[config.mk]
export PLATFORM = sky130hd
export DESIGN_NAME = fifo_agent_driver
export DESIGN_NICKNAME = d
export VERILOG_FILES = /design/src/rtl/fifo_rl_pkg.sv /design/src/rtl/fifo_occ_tracker.sv /design/src/rtl/fifo_agent_driver.sv
export SDC_FILE = /design/constraint.sdc
export NUM_CORES = 1
export LEC_CHECK = 0
export CAP_MARGIN = 20
export CORE_UTILIZATION = 48
export CTS_BUF_LIST = sky130_fd_sc_hd__clkbuf_8
export CTS_CLUSTER_DIAMETER = 50
export DETAILED_ROUTE_END_ITERATION = 12
export PLACE_DENSITY = 0.8
export SYNTH_ARGS = -nofsm -noshare
export SYNTH_HDL_FRONTEND = slang
export SYNTH_SLANG_ARGS = --single-unit
[constraint.sdc]
create_clock -name clk -period 2.7 [get_ports clk]
set_input_delay 0.675 -clock clk [delete_from_list [all_inputs] [get_ports clk]]
set_output_delay 0.675 -clock clk [all_outputs]
set_load 0.01 [all_outputs]
[src/rtl/fifo_rl_pkg.sv]
// Shared types for the fifo RL driver: agent action codes, driver FSM states, reward type.
// Also holds a small clamp helper used for reward saturation.
package fifo_rl_pkg;

   typedef enum logic [1:0] {
      ACT_IDLE     = 2'b00,
      ACT_PUSH     = 2'b01,
      ACT_POP      = 2'b10,
      ACT_PUSH_POP = 2'b11
   } act_code_t;

   typedef enum logic [1:0] {
      ST_IDLE   = 2'b00,
      ST_RUN    = 2'b01,
      ST_REPORT = 2'b10
   } state_t;

   localparam int RW_DEF = 8;
   typedef logic signed [RW_DEF-1:0] reward_t;

   function automatic int clamp(input int v, input int lo, input int hi);
      if (v < lo) return lo;
      if (v > hi) return hi;
      return v;
   endfunction

endpackage

[src/rtl/fifo_occ_tracker.sv]
// Shadow occupancy of the fifo: gates push/pop from occ alone (never from fifo flags)
// and raises a sticky err when occ disagrees with full/empty while the driver is idle.
module fifo_occ_tracker #(
   parameter int DEPTH     = 8,
   parameter int LOG2DEPTH = 3
) (
   input  logic                 clk,
   input  logic                 rst,
   input  logic                 run,
   input  logic                 push_req,
   input  logic                 pop_req,
   input  logic                 check,
   input  logic                 full,
   input  logic                 empty,
   output logic                 push_go,
   output logic                 pop_go,
   output logic [LOG2DEPTH:0]   occ,
   output logic                 err
);

   localparam int OW = LOG2DEPTH + 1;
   localparam logic [OW-1:0] OCC_MAX = OW'(DEPTH);

   // A push at full is still legal when a pop leaves in the same cycle.
   always_comb begin
      pop_go  = run & pop_req & (occ != '0);
      push_go = run & push_req & ((occ != OCC_MAX) | pop_go);
   end

   always_ff @(posedge clk or posedge rst) begin
      if (rst) begin
         occ <= '0;
         err <= 1'b0;
      end else begin
         occ <= occ + OW'(push_go) - OW'(pop_go);
         if (check && (((occ == OCC_MAX) != full) || ((occ == '0) != empty)))
            err <= 1'b1;
      end
   end

endmodule

[src/rtl/fifo_agent_driver.sv]
// Expands agent actions into fifo push/pop cycles and scores full/empty events into a reward.
// Accepts one action at a time (act_ready only in IDLE); reward is shown during the REPORT cycle.
module fifo_agent_driver
   import fifo_rl_pkg::*;
#(
   parameter int WIDTH        = 8,
   parameter int DEPTH        = 8,
   parameter int LOG2DEPTH    = 3,
   parameter int LENW         = 4,
   parameter int MAX_STEPS    = 32,
   parameter int STEP_COST    = 1,
   parameter int REWARD_FULL  = 10,
   parameter int REWARD_EMPTY = 20,
   parameter int RW           = 8
) (
   input  logic                   clk,
   input  logic                   rst,
   input  logic                   act_valid,
   output logic                   act_ready,
   input  logic [1:0]             act_code,
   input  logic [LENW-1:0]        act_len,
   output logic                   push,
   output logic                   pop,
   output logic [WIDTH-1:0]       datain,
   input  logic                   full,
   input  logic                   empty,
   input  logic                   full_posedge,
   input  logic                   empty_posedge,
   output logic signed [RW-1:0]   reward,
   output logic                   reward_valid,
   output logic                   episode_done,
   output logic [LENW+1:0]        step_count,
   output logic [LOG2DEPTH:0]     occ,
   output logic                   err
);

   localparam int SW   = LENW + 2;
   localparam int RMAX = (2 ** (RW - 1)) - 1;
   localparam int RMIN = -(2 ** (RW - 1));

   state_t          state, state_nx;
   act_code_t       code_q;
   logic [LENW-1:0] cnt;
   logic            hit_full, hit_empty, got_full, got_empty;
   logic            run, xfer, ev_win, push_req, pop_req, push_go, pop_go;
   logic            new_full, new_empty, earned_full, earned_empty, done_cond;
   logic [SW-1:0]   step_nx;
   int              raw;

   always_comb begin
      state_nx     = state;
      act_ready    = 1'b0;
      xfer         = 1'b0;
      run          = 1'b0;
      ev_win       = 1'b0;
      push_req     = 1'b0;
      pop_req      = 1'b0;
      new_full     = 1'b0;
      new_empty    = 1'b0;
      earned_full  = 1'b0;
      earned_empty = 1'b0;
      done_cond    = 1'b0;
      step_nx      = '0;
      raw          = 0;
      reward_valid = 1'b0;
      episode_done = 1'b0;
      reward       = '0;

      unique case (state)
         ST_IDLE:   if (act_valid) state_nx = ST_RUN;
         ST_RUN:    if (cnt == '0) state_nx = ST_REPORT;
         ST_REPORT: state_nx = ST_IDLE;
         default:   state_nx = ST_IDLE;
      endcase

      act_ready = (state == ST_IDLE);
      xfer      = act_valid & act_ready;
      run       = (state == ST_RUN);
      push_req  = (code_q == ACT_PUSH) || (code_q == ACT_PUSH_POP);
      pop_req   = (code_q == ACT_POP)  || (code_q == ACT_PUSH_POP);

      // The REPORT cycle still shows the last issued push/pop, so its edge pulses count.
      ev_win       = run | (state == ST_REPORT);
      new_full     = ev_win & full_posedge & ~hit_full;
      new_empty    = ev_win & empty_posedge & hit_full & ~hit_empty;
      earned_full  = got_full | new_full;
      earned_empty = got_empty | new_empty;

      step_nx   = step_count + SW'(1);
      done_cond = ((hit_full | new_full) & (hit_empty | new_empty)) |
                  (step_nx == SW'(MAX_STEPS));
      raw = (earned_full ? REWARD_FULL : 0) + (earned_empty ? REWARD_EMPTY : 0) - STEP_COST;

      reward_valid = (state == ST_REPORT);
      episode_done = reward_valid & done_cond;
      if (reward_valid) reward = RW'(clamp(raw, RMIN, RMAX));
   end

   fifo_occ_tracker #(
      .DEPTH     (DEPTH),
      .LOG2DEPTH (LOG2DEPTH)
   ) u_occ (
      .clk      (clk),
      .rst      (rst),
      .run      (run),
      .push_req (push_req),
      .pop_req  (pop_req),
      .check    (state == ST_IDLE),
      .full     (full),
      .empty    (empty),
      .push_go  (push_go),
      .pop_go   (pop_go),
      .occ      (occ),
      .err      (err)
   );

   always_ff @(posedge clk or posedge rst) begin
      if (rst) begin
         state      <= ST_IDLE;
         code_q     <= ACT_IDLE;
         cnt        <= '0;
         push       <= 1'b0;
         pop        <= 1'b0;
         datain     <= '0;
         step_count <= '0;
         hit_full   <= 1'b0;
         hit_empty  <= 1'b0;
         got_full   <= 1'b0;
         got_empty  <= 1'b0;
      end else begin
         state <= state_nx;
         push  <= push_go;
         pop   <= pop_go;
         if (push) datain <= datain + WIDTH'(1);

         if (xfer) begin
            code_q    <= act_code_t'(act_code);
            cnt       <= act_len;
            got_full  <= 1'b0;
            got_empty <= 1'b0;
         end

         if (run) begin
            if (cnt != '0) cnt <= cnt - LENW'(1);
            if (new_full) begin
               hit_full <= 1'b1;
               got_full <= 1'b1;
            end
            if (new_empty) begin
               hit_empty <= 1'b1;
               got_empty <= 1'b1;
            end
         end

         if (state == ST_REPORT) begin
            if (done_cond) begin
               step_count <= '0;
               hit_full   <= 1'b0;
               hit_empty  <= 1'b0;
            end else begin
               step_count <= step_nx;
               hit_full   <= hit_full | new_full;
               hit_empty  <= hit_empty | new_empty;
            end
         end
      end
   end

endmodule
# After elaboration in Yosys (flattened, before gate mapping)
# Cells that the tools add are included.
[classes]
n_addsub = 7
mul = 0
n_div = 0
n_lt_le_gt_ge = 2
n_eq_ne = 12
n_shift = 0
mux = 33
n_bitwise = 21
n_reduce_logical = 15
[ops]
columns = ["op", "count"]
rows = [
  ["$mux 8", 5],
  ["$mux 1", 19],
  ["$mux 4", 4],
  ["$and 1x1->1", 12],
  ["$add 8x1->8 const B", 1],
  ["$gt 7x8->1 const B", 1],
  ["$logic_not 4->1", 2],
  ["$lt 7x8->1 const B", 1],
  ["$reduce_bool 4->1", 2],
  ["$or 1x1->1", 7],
  ["$sub 6x1->7 const B", 1],
  ["$add 4x5->6", 1],
  ["$add 6x1->6 const B", 1],
  ["$eq 2x2->1 const B", 3],
  ["$eq 6x6->1 const B", 1],
  ["$mux 6", 1],
  ["$reduce_and 2->1", 3],
  ["$reduce_bool 2->1", 3],
  ["$mux 5", 1],
  ["$add 4x1->4", 1],
  ["$eq 2x1->1 const B", 2],
  ["$eq 4x4->1 const B", 1],
  ["$mux 2", 2],
  ["$ne 2x2->1 const B", 2],
  ["9 further kinds", 13],
]
[word_totals]
register_bits = 33
latch_bits = 0
ram_bits = 0
rom_bits = 0
input_bits = 13
output_inout_bits = 32
word_cells = 103
n_memories = 0

# Logic depth before layout (Yosys ltp)
[logic_depth]
word_depth = 17
mapped_depth = 11
mapped_depth_nobuf = 10

# Modules after synthesis
# From an unflattened synthesis, not the netlist that was laid out.
[unflattened]
cells_unflattened = 192
hier_area_um2 = 1945.6
[by_module_without_submodules]
columns = ["module", "instances", "cells_per_inst", "area_each_um2", "seq_area_each_um2"]
rows = [
  ["fifo_agent_driver", 1, 154, 1565.3, 700.7],
  ["fifo_occ_tracker", 1, 38, 380.4, 125.1],
]

# Least setup slack after synthesis
# OpenSTA, ideal clock, no wires.
[synth_path]
path_kind = "register -> output"
from = "reg state[0]"
to = "out reward[6]"
arrival_ns = 1.792
required_ns = 2.025
path_slack_ns = 0.233
stages_incl_launch_ff = 10
path_cell_list = "dfrtp_1 -> inv_1 -> ha_1 -> nand3_1 -> nor2_1 -> or2_2 -> inv_1 -> ha_1 -> and2_1 -> buf_4"
[synth_via]
elab_chain_cells = 16
elab_cells_between_ends = 25
cone_classes = "add/sub: 2; order compare: 2; eq/ne: 2; mux: 11; bitwise: 8"
[synth_rtl]
columns = ["item", "line_no", "rtl"]
rows = [
  ["start: declaration", "fifo_agent_driver.sv:41", "state_t state, state_nx;"],
  ["start signal: assignment", "fifo_agent_driver.sv:131", "state <= state_nx;"],
  ["$eq 2x1->1 or $eq 2x2->1 (tied branches)", "fifo_agent_driver.sv:78, fifo_agent_driver.sv:83, fifo_agent_driver.sv:94", ""],
  ["$or 1x1->1", "fifo_agent_driver.sv:83", "ev_win = run | (state == ST_REPORT);"],
  ["$and 1x1->1 (3 in series)", "fifo_agent_driver.sv:85", "new_empty = ev_win & empty_posedge & hit_full & ~hit_empty;"],
  ["$or 1x1->1", "fifo_agent_driver.sv:87", "earned_empty = got_empty | new_empty;"],
  ["$mux 5", "fifo_agent_driver.sv:92", "raw = (earned_full ? REWARD_FULL : 0) + (earned_empty ? REWARD_EMPTY : 0) - STEP_COST;"],
  ["$add 4x5->6", "fifo_agent_driver.sv:92", ""],
  ["$sub 6x1->7", "fifo_agent_driver.sv:92", ""],
  ["$gt 7x8->1", "fifo_rl_pkg.sv:23", "if (v > hi) return hi;"],
  ["$mux 1 (2 in series)", "fifo_rl_pkg.sv:23", ""],
  ["$mux 1", "fifo_agent_driver.sv:96", "if (reward_valid) reward = RW'(clamp(raw, RMIN, RMAX));"],
  ["$mux 8", "fifo_rl_pkg.sv:24", "return v;"],
  ["$mux 8", "fifo_rl_pkg.sv:23", ""],
  ["$mux 8 (*)", "fifo_agent_driver.sv:96", ""],
  ["end: declaration", "fifo_agent_driver.sv:29", "output logic signed [RW-1:0] reward,"],
]
# Mark *: on every way between the ends. The rest lies on a longest branch, timed or not. The select of a mux whose other input is x is not followed.

# Worst setup path after layout
[layout_path]
from = "reg state[0]"
to = "out reward[2]"
# Same word-level chain as after synthesis.

==> metrics.yaml <==
start_kind: "flop"
cts_tree: "built"
post_drt_wl_per_cell_um: 12.99
io_buffer_count: 44
min_to: "u_occ.err$_DFFE_PP0P_"
die_h_um: 64.72
n_antenna_cell: 0
finalHoldViolCount: 0
critPathBufInv: 3
ys_ff_latch: 33
synth-main-ff-cell: "dfrtp_1"
synth-edff-count: 0
cp_data_arrival_time_ns: 1.91
fillers: 295
core-area_mm2: 0.003716
start_util_pct: 50.81
setup_viol: 0
min_period_ns: 2.587
synthArstFlopShare_pct: 100.0
place_area_mm2: 0.002472
drtIter0Drc: 55
cpPeakStageDelay_ns: 0.39
p_sw_share_pct: 38.10
reg2reg_depth: 11
synth.top_cell.area_share_pct: 43.74
cts_root_buffer: "clkbuf_8"
insertion_delay_ns: 0.29
grt_usage_pct: 20.85
yosys.cell_types.count: 50
tritoncts.num_buffers: 5
ctsLongestPathBuffers: 2
drt-total-wl_um: 3858
hp-class: "flop to flop"
r2r-end: "u_occ.occ[3]$_DFF_PP0_"
drc: 0
clkSinkCount: 33
dr.pass1.iters: 4
crit_path_end_kind: "output pin"
vias: 1575
maxCapViolCount: 0
synth_area_leaders: "dfrtp_1 44%, ha_1 11%, inv_1 3.4%"
synthAdderAreaFrac_pct: 11.66
leakagePower_nw: 1.217
slew_headroom_pct: 67.71
syn_to_final_growth_pct: 37.18
p_int_mw: 1.645
holdPathStages: 1
die_x_um: 64.72
synth.avg_cell_area_um2: 10.21
min_from: "u_occ.err$_DFFE_PP0P_"
finalMaxSlewViolations: 0
vdd_drop_max_uv: 619.4
syn_nets: 215
synthXorXnorAreaFrac_pct: 4.639
synth_compound_area_share_pct: 16.43
antenna_found_initial: 0
clkPwrFrac_pct: 15.5
crit_type: "flop to output pin"
p_comb_share_pct: 53.0
netlist_area_mm2: 0.001888
htreeDepth: 2
antenna_left: 0
max_freq_ghz: 0.3866
r2r_start: "state[1]$_DFFE_PP0P_"
seq_area_frac_synth_pct: 43.74
p_switching_mw: 1.013
rows: 22
ys_warn_count: 0
netlist_instances: 185
synth-simple-area-share_pct: 15.84
power_density_mw_per_mm2: 1026
skew_ns: 0.004850
crit_required_ns: 2.03
die-area_mm2: 0.004188
hpwl_um: 2789
path_cells: "inv_2, ha_4, buf_4, nand2_1, nor2_2, nor2_2, ha_1, and2_1, buf_2"
pwr-share-seq_pct: 31.6
fin_area_mm2: 0.002590
layoutNonFillerInstCount: 297
nets: 278
place_congestion: 0.7501
max_slew.worst_pin.slew_ns: 0.4792
rsz0062_at_grt: "false"
place_inst: 287
cp_slowest_cell: "dfrtp_1"
viasPerCell: 5.303
synth_common_cells: "33 x dfrtp_1, 17 x inv_1, 16 x ha_1"
crit_top_cell: "nor2_2"
finalPower_mw: 2.658
grt_max_degree: 34
synth_top_family_by_area: "compound AO/OA/AOI/OAI gates"
status: "finished, final reports clean"
r2r_slack_ns: 0.41
grt.overflow.total: 0
synth.most_common_cell: "dfrtp_1"
drive_gt1_share_pct: 21.69
crit_fanout: 4
grt_pass1_vias: 1535
grt_pass1_wl_um: 6658
synthMuxAreaShare_pct: 2.386
hold_buffers: 0
critical_path.top_delay_family: "adder cells"
yosysTopAreaCell: "dfrtp_1"
ios: 45
cts.clk_slew.worst_paths_ns: 0.06
period_share_pct: 95.81
-- worst max path at each step --
stage                     cells after the start        end  slack [ns]            startpoint
final                                         9  reward[2]        0.11  state[0]$_DFFE_PP0P_
after CTS                                     9  reward[6]       0.008  state[0]$_DFFE_PP0P_
after detailed placement                      8  reward[6]       -0.44         empty_posedge
after global placement                        7  reward[2]       -0.39         empty_posedge
after global routing                          9  reward[2]       0.004  state[0]$_DFFE_PP0P_
after floorplan                               9  reward[6]        0.23  state[0]$_DFFE_PP0P_
-- kinds of logic after synthesis --
kind of cell	count (synthesis)
buffers and inverters	23
AOI/OAI and AO/OA	45
muxes	4
DFF	33
xor gates and xnor gates	10
and+or+nand+nor	53
adders and majority gates	17
-- final cells by class --
type                       instances  area [µm²]  area share, %
multi-input combinational        129       994.7          38.41
sequential                        33       825.8          31.88
timing repair buffer              62       544.3          21.01
clock buffer                       7       96.34          3.720
inverter                          17       63.81          2.464
tap                               48       60.06          2.319
clock inverter                     1       5.005         0.1932
-- registers in the layout, summed over array words and instances, names as in the netlist, 2 cells and up --
name	cells
cnt	4
state	2
code_q	2
step_count	6
u_occ.occ	4
datain	8
-- power by group through the flow --
stage                     combinational [mW]  sequential, mW  clock, mW
after detailed placement                1.40           0.839          0
after global placement                  1.36           0.835          0
after CTS                               1.42           0.838      0.423
after floorplan                        0.772           0.862          0
after global routing                    1.58           0.865      0.444
final                                   1.41           0.839      0.411
-- metal layers --
| layer | GRT usage, % | wire length [µm] |
|---|---|---|
| met5 | 0 | 0 |
| met4 | 8.611 | 48 |
| met3 | 6.162 | 179 |
| met2 | 33.59 | 1843 |
| met1 | 25.94 | 1787 |
-- metrics by stage --
| stage | util (%) | setup slack (ns) | hold slack (ns) | setup TNS [ns] |
|---|---|---|---|---|
| 2_1_floorplan | - | 0.2327 | 0.4653 | 0 |
| 3_3_place_gp | 66.53 | -0.3866 | 0.4644 | -2.353 |
| 3_5_place_dp | 66.53 | -0.4414 | 0.4724 | -2.715 |
| 4_1_cts | 69.73 | 0.008419 | 0.4854 | 0 |
| 5_1_grt | 69.70 | 0.004113 | 0.4982 | 0 |
| 6_report | 69.70 | 0.1131 | 0.4785 | 0 |
-- layout by cell type, fill, tap and decap left out, drive strengths merged, types with 9 or more instances in the layout --
cell type	synthesis	layout
clkbuf	1	10
inv	17	17
o21ai	9	9
dfrtp	33	33
buf	5	20
ha	16	16
nand2	10	10
a21oi	12	12
clkdlybuf4s50	0	34
nor2	11	11
-- timing repair --
action                                  in CTS  in global routing
setup buffers                                1                  1
gates resized for setup                     25                  7
pin swaps                                    2                  1
endpoints found under the setup margin       8                  4
(Power assumes the default switching activity.)
